===== config.mk =====
export PLATFORM = sky130hd
export DESIGN_NAME = muldiv_unit
export DESIGN_NICKNAME = d
export VERILOG_FILES = /design/src/rtl/muldiv_pkg.sv /design/src/rtl/muldiv_step.sv /design/src/rtl/muldiv_unit.sv
export SDC_FILE = /design/constraint.sdc
export NUM_CORES = 1
export LEC_CHECK = 0
export BUFFER_PORTS_ARGS = -buffer_cell sky130_fd_sc_hd__buf_2
export CAP_MARGIN = 25
export CORE_ASPECT_RATIO = 1.25
export CORE_MARGIN = 1
export CORE_UTILIZATION = 30
export DETAILED_ROUTE_END_ITERATION = 8
export GPL_TIMING_DRIVEN = 1
export PLACE_DENSITY = 0.47
export SYNTH_ARGS = -nofsm -noshare
export SYNTH_HDL_FRONTEND = slang
export SYNTH_SLANG_ARGS = --single-unit

===== constraint.sdc =====
create_clock -name clk -period 3.5 [get_ports clk]
set_input_delay 0.175 -clock clk [delete_from_list [all_inputs] [get_ports clk]]
set_output_delay 0.175 -clock clk [all_outputs]
set_load 0.05 [all_outputs]

===== src/rtl/muldiv_pkg.sv =====
`default_nettype none
// ============================================================================
// Module      : muldiv_pkg
// Description : Shared op encodings, FSM states and constants for muldiv_unit.
// Revision    : 1.0 - initial release
// ============================================================================
package muldiv_pkg;

    localparam logic [1:0] OP_MULT  = 2'b00;
    localparam logic [1:0] OP_MULTU = 2'b01;
    localparam logic [1:0] OP_DIV   = 2'b10;
    localparam logic [1:0] OP_DIVU  = 2'b11;

    typedef enum logic [1:0] {
        S_IDLE = 2'd0,
        S_CALC = 2'd1,
        S_FIX  = 2'd2
    } state_t;

    // LO value written by a divide by zero: all ones in the low 'width' bits.
    function automatic logic [63:0] div0_lo(input int width);
        return ~({64{1'b1}} << width);
    endfunction

endpackage
`default_nettype wire


===== src/rtl/muldiv_step.sv =====
`default_nettype none
// ============================================================================
// Module      : muldiv_step
// Description : UNROLL combinational shift-add / restoring-divide iterations.
// Revision    : 1.0 - initial release
// ============================================================================
module muldiv_step #(
    parameter int WIDTH  = 32,
    parameter int UNROLL = 1
) (
    input  logic             i_div,
    input  logic [WIDTH-1:0] i_acc,
    input  logic [WIDTH-1:0] i_shreg,
    input  logic [WIDTH-1:0] i_opd,
    output logic [WIDTH-1:0] o_acc,
    output logic [WIDTH-1:0] o_shreg
);

    logic [WIDTH-1:0] w_acc;
    logic [WIDTH-1:0] w_shr;
    logic [WIDTH:0]   w_sum;
    logic [WIDTH:0]   w_rem;

    always_comb begin
        w_acc = i_acc;
        w_shr = i_shreg;
        w_sum = '0;
        w_rem = '0;
        for (int i = 0; i < UNROLL; i++) begin
            if (i_div) begin
                // Remainder stays below the divisor, so the difference fits in WIDTH bits.
                w_rem = {w_acc, w_shr[WIDTH-1]};
                if (w_rem >= {1'b0, i_opd}) begin
                    w_sum = w_rem - {1'b0, i_opd};
                    w_acc = w_sum[WIDTH-1:0];
                    w_shr = {w_shr[WIDTH-2:0], 1'b1};
                end else begin
                    w_acc = w_rem[WIDTH-1:0];
                    w_shr = {w_shr[WIDTH-2:0], 1'b0};
                end
            end else begin
                w_sum = w_shr[0] ? ({1'b0, w_acc} + {1'b0, i_opd}) : {1'b0, w_acc};
                w_shr = {w_sum[0], w_shr[WIDTH-1:1]};
                w_acc = w_sum[WIDTH:1];
            end
        end
    end

    assign o_acc   = w_acc;
    assign o_shreg = w_shr;

endmodule
`default_nettype wire


===== src/rtl/muldiv_unit.sv =====
`default_nettype none
// ============================================================================
// Module      : muldiv_unit
// Description : Iterative MULT/MULTU/DIV/DIVU unit owning the HI/LO registers.
// Revision    : 1.0 - initial release
// ============================================================================
module muldiv_unit
    import muldiv_pkg::*;
#(
    parameter int WIDTH  = 32,
    parameter int UNROLL = 1
) (
    input  logic             clk,
    input  logic             rst_n,
    input  logic             start,
    input  logic [1:0]       op,
    input  logic [WIDTH-1:0] a,
    input  logic [WIDTH-1:0] b,
    input  logic             flush,
    input  logic             rd_req,
    input  logic             mthi,
    input  logic             mtlo,
    input  logic [WIDTH-1:0] wdata,
    output logic [WIDTH-1:0] hi,
    output logic [WIDTH-1:0] lo,
    output logic             busy,
    output logic             done,
    output logic             stall
);

    localparam int               N      = WIDTH / UNROLL;
    localparam int               CW     = $clog2(N + 1);
    localparam logic [WIDTH-1:0] C_DIV0 = WIDTH'(div0_lo(WIDTH));

    state_t           r_state, w_state_nxt;
    logic [CW-1:0]    r_cnt;
    logic [WIDTH-1:0] r_acc, r_shreg, r_opd, r_hi, r_lo;
    logic             r_is_div, r_neg_q, r_neg_r, r_div0, r_done;

    logic             w_signed, w_sa, w_sb, w_launch;
    logic [WIDTH-1:0] w_mag_a, w_mag_b, w_acc_nxt, w_shreg_nxt;
    logic [WIDTH-1:0] w_quo, w_rem, w_fix_hi, w_fix_lo;
    logic [2*WIDTH-1:0] w_prod;

    assign w_signed = (op == OP_MULT) || (op == OP_DIV);
    assign w_sa     = w_signed & a[WIDTH-1];
    assign w_sb     = w_signed & b[WIDTH-1];
    assign w_mag_a  = w_sa ? -a : a;
    assign w_mag_b  = w_sb ? -b : b;
    assign w_launch = (r_state == S_IDLE) && start && !flush;

    muldiv_step #(
        .WIDTH  (WIDTH),
        .UNROLL (UNROLL)
    ) u_step (
        .i_div   (r_is_div),
        .i_acc   (r_acc),
        .i_shreg (r_shreg),
        .i_opd   (r_opd),
        .o_acc   (w_acc_nxt),
        .o_shreg (w_shreg_nxt)
    );

    // Sign correction applied on the magnitude result in FIX.
    assign w_prod   = r_neg_q ? -{r_acc, r_shreg} : {r_acc, r_shreg};
    assign w_quo    = r_div0 ? C_DIV0 : (r_neg_q ? -r_shreg : r_shreg);
    assign w_rem    = r_neg_r ? -r_acc : r_acc;
    assign w_fix_hi = r_is_div ? w_rem : w_prod[2*WIDTH-1:WIDTH];
    assign w_fix_lo = r_is_div ? w_quo : w_prod[WIDTH-1:0];

    always_comb begin
        w_state_nxt = r_state;
        case (r_state)
            S_IDLE:  if (w_launch) w_state_nxt = S_CALC;
            S_CALC:  begin
                if (flush)                w_state_nxt = S_IDLE;
                else if (r_cnt == CW'(1)) w_state_nxt = S_FIX;
            end
            S_FIX:   w_state_nxt = S_IDLE;
            default: w_state_nxt = S_IDLE;
        endcase
    end

    always_ff @(posedge clk or negedge rst_n) begin
        if (!rst_n) begin
            r_state  <= S_IDLE;
            r_cnt    <= '0;
            r_acc    <= '0;
            r_shreg  <= '0;
            r_opd    <= '0;
            r_hi     <= '0;
            r_lo     <= '0;
            r_is_div <= 1'b0;
            r_neg_q  <= 1'b0;
            r_neg_r  <= 1'b0;
            r_div0   <= 1'b0;
            r_done   <= 1'b0;
        end else begin
            r_state <= w_state_nxt;
            r_done  <= 1'b0;
            case (r_state)
                S_IDLE: begin
                    if (mthi) r_hi <= wdata;
                    if (mtlo) r_lo <= wdata;
                    if (w_launch) begin
                        r_acc    <= '0;
                        r_shreg  <= w_mag_a;
                        r_opd    <= w_mag_b;
                        r_is_div <= op[1];
                        r_neg_q  <= w_sa ^ w_sb;
                        r_neg_r  <= w_sa;
                        r_div0   <= op[1] && (b == '0);
                        r_cnt    <= CW'(N);
                    end
                end
                S_CALC: begin
                    if (flush) begin
                        r_cnt <= '0;
                    end else begin
                        r_acc   <= w_acc_nxt;
                        r_shreg <= w_shreg_nxt;
                        r_cnt   <= r_cnt - CW'(1);
                    end
                end
                S_FIX: begin
                    if (!flush) begin
                        r_hi   <= w_fix_hi;
                        r_lo   <= w_fix_lo;
                        r_done <= 1'b1;
                    end
                end
                default: ;
            endcase
        end
    end

    assign hi    = r_hi;
    assign lo    = r_lo;
    assign busy  = (r_state != S_IDLE);
    assign done  = r_done;
    assign stall = busy && (rd_req || start || mthi || mtlo);

endmodule
`default_nettype wire


==> summary.txt <==
vias per inst -> 5.362
Crit path max-delay family -> compound AO/OA/AOI/OAI gates
Post-DP HPWL -> 45.72 mm
area delta synth->final -> 22.28%
post-route insts no fill -> 2839
CP arrival -> 3750 ps
worst skew pair latency -> 480 ps
post-route ant nets -> 0
Slew Viols, Final -> 0
Startpoint Class -> flop
syn_area_per_cell -> 7.703 sq um
GR Util All Layers -> 23.11%
area leader, netlist -> dfrtp_1
drt wl/cell -> 20.72 um
Yosys warning total -> 0
CTS sink count -> 173
MaxCap Viol Count -> 0
Worst Hold Class -> primary input to flop
largest net degree at the start of global routing -> 91
register clock-pin slew on the reported worst setup and hold paths -> 80 ps
total CTS buffers -> 17
io pins -> 172
die height -> 251.2 um
Least-Margin Pin Slew -> 826.7 ps
CP Capture Type -> flop
Mapped Nets -> 2112
CTS max path bufs -> 2
dpl cells -> 2798
worst path required time -> 3870 ps
Slowest cell on crit path -> a2111oi_0
pwr/cell area -> 950.0 nW/um^2
worst reg2reg path startpoint -> r_shreg[31]$_DFFE_PN0P_
worst-path cell chain -> inv_1, ha_1, inv_1, fa_1, a21o_1, a221oi_1, buf_4, o21ai_0, a2111oi_0, xnor2_1, mux2i_1, o21ai_0, a21o_1
final hold violations -> 0
share of cells above drive strength 1 -> 18.72%
final wirelength -> 58.84 mm
Post-synth EDFFs -> 0
Post-Synthesis Cells -> 1935
asr flop ratio synth -> 100.0%
Fillers -> 5110
PortBufs -> 171
maximum vdd drop -> 0.0003706 V
clk root buf -> clkbuf_16
postcts setup bufs -> 0
sequential area share after synthesis -> 29.04%
fin nets -> 2359
Achievable Freq -> 295.5 MHz
leading cell types by count after synthesis -> nand2_1 (251), o21ai_0 (223), a21oi_1 (179)
htree depth -> 4
multi-input logic area -> 9943 sq um
Core Region -> 48650 sq um
std cell rows -> 90
# setup viols final -> 0
global-route wire length before repair -> 90.16 mm
CP Buf/Inv Count -> 3
vias in the first global route -> 15020
FF+latch count, synth -> 173
Detailed Routing Iterations Pass 1 -> 5
post-synth cell types -> 70
area share of the leading cell type in the synthesized netlist -> 29.04%
CP startpoint -> r_shreg[31]$_DFFE_PN0P_
Sequential Area -> 4333 sq um
max_slew headroom -> 43.46%
Fin Clk Skew -> 20.02 ps
max incr delay on CP -> 820 ps
Most used DFF post-synth -> dfrtp_1
status -> finished clean
top area cells in the synthesized netlist -> dfrtp_1 (29%), o21ai_0 (7.5%), nand2_1 (6.3%)
minimum period implied by the final worst setup slack -> 3384 ps
Initial DRC Count -> 1052
top-count cell post-synth -> nand2_1
placement-stage cell area -> 17500 sq um
Routability Congestion -> 0.9049
worst-path maximum fanout -> 3
post-route design area -> 18230 sq um
antenna cells -> 0
via count -> 15220
remaining global-route overflow -> 0
crit path kind -> flop to flop
Period Utilization, post-route -> 96.69%
Initial Util -> 30.64%
CTS tree -> yes
DRC violations left -> 0
Static Leak -> 8.200 nW
Chip Width -> 201.4 um
Final Hold Slack -> 14.23 ps
hold_sp -> b[10]
Post-Syn Area -> 14910 sq um
initial antenna violation count -> 0
total die area -> 50590 sq um
## worst paths after layout
check / to / slack (ps) / cells after the start
worst max-delay path: r_acc[24]$_DFFE_PN0P_ / 120 / 13
worst min-delay path: r_opd[10]$_DFFE_PN0P_ / 10 / 3
worst max register to register: r_acc[24]$_DFFE_PN0P_ / 120 / 13
worst min register to register: lo[11]$_DFFE_PN0P_ / 480 / 2
max in group asynchronous: lo[16]$_DFFE_PN0P_ / 2300 / 3
min in group asynchronous: r_shreg[18]$_DFFE_PN0P_ / 250 / 2
## power by group
group	internal [W]	leakage, nW	switching (W)	total, W
Combinational	0.00467	5.80	0.00733	0.0120
Clock	0.00103	0.278	0.000984	0.00201
Sequential	0.00269	2.13	0.000623	0.00331
Total	0.00838	8.20	0.00893	0.0173
## what timing repair did
item / in CTS / in global routing
setup endpoints to repair: 1 / 25
hold endpoints to repair: 64 / 0
gates resized for setup: 1 / 10
pin swaps: 0 / 1
hold buffers: 8 / 0
gates cloned: 0 / 1
## metal layers
metal / share of wire [%] / global-route usage [%] / up-vias
met2: 49 / 39.97 / 380
met4: 3.4 / 9.004 / 0
met3: 3.4 / 2.450 / 58
met1: 45 / 29.36 / 7324
met5: 0 / 0 / -
li1: - / - / 7460
## worst register-to-register path, cell delays in order (launching register included)
cell	delay [ps]
dfrtp_1	390
inv_1	80
ha_1	170
inv_1	60
fa_1	410
a21o_1	200
a221oi_1	290
buf_4	180
o21ai_0	160
a2111oi_0	820
xnor2_1	130
mux2i_1	150
o21ai_0	80
a21o_1	180
## state kept, by name, indices dropped and copies added, names as in the netlist, 2 cells and up
register  flops
hi           32
lo           32
r_acc        32
r_opd        32
r_shreg      32
r_cnt         6
r_state       2
## final cells by class
type                    count  area share [%]
flip-flops and latches    173           23.77
clock buffers              18           2.410
clock inverters            14          0.8169
repair buffers            353           12.64
inverters                  67           1.387
well taps                 644           4.421
multi-input cells        1570           54.55
## logic make-up after synthesis
logic type	Yosys count	synth area share (%)
compound gates	646	26.24
xor+xnor	175	10.28
fa+ha+maj	72	6.145
buf+inv	192	4.860
flops	173	29.04
mux	68	4.608
simple gates	609	18.82
## stage by stage
stage | utilization [%] | power [W] | TNS, ps | setup WS, ps
floorplan | - | 0.01084 | 0 | 27.24
global placement | 35.96 | 0.01508 | -34.62 | -28.06
detailed placement | 35.98 | 0.01511 | -15.86 | -15.86
CTS | 37.36 | 0.01720 | 0 | 60.38
global route | 37.47 | 0.01857 | -7.693 | -7.693
finish | 37.47 | 0.01731 | 0 | 116.0
## cells in the final DEF, fill, tap and decap left out, drive strengths merged, types with 9 or more instances in the layout
cell type / instances
buf: 345
nand2: 251
o21ai: 223
a21oi: 179
dfrtp: 173
nor2: 149
xnor2: 105
inv: 75
xor2: 70
ha: 70
mux2i: 63
o22ai: 37
a21o: 34
nor3: 33
nand3: 30
or3: 27
o31ai: 23
a31oi: 19
o41ai: 19
nor4: 18
clkbuf: 18
and3: 17
nand4: 16
or4: 15
o211ai: 14
nor2b: 14
nand2b: 13
a211oi: 13
a22o: 11
a22oi: 9
(Power assumes the default switching activity.)
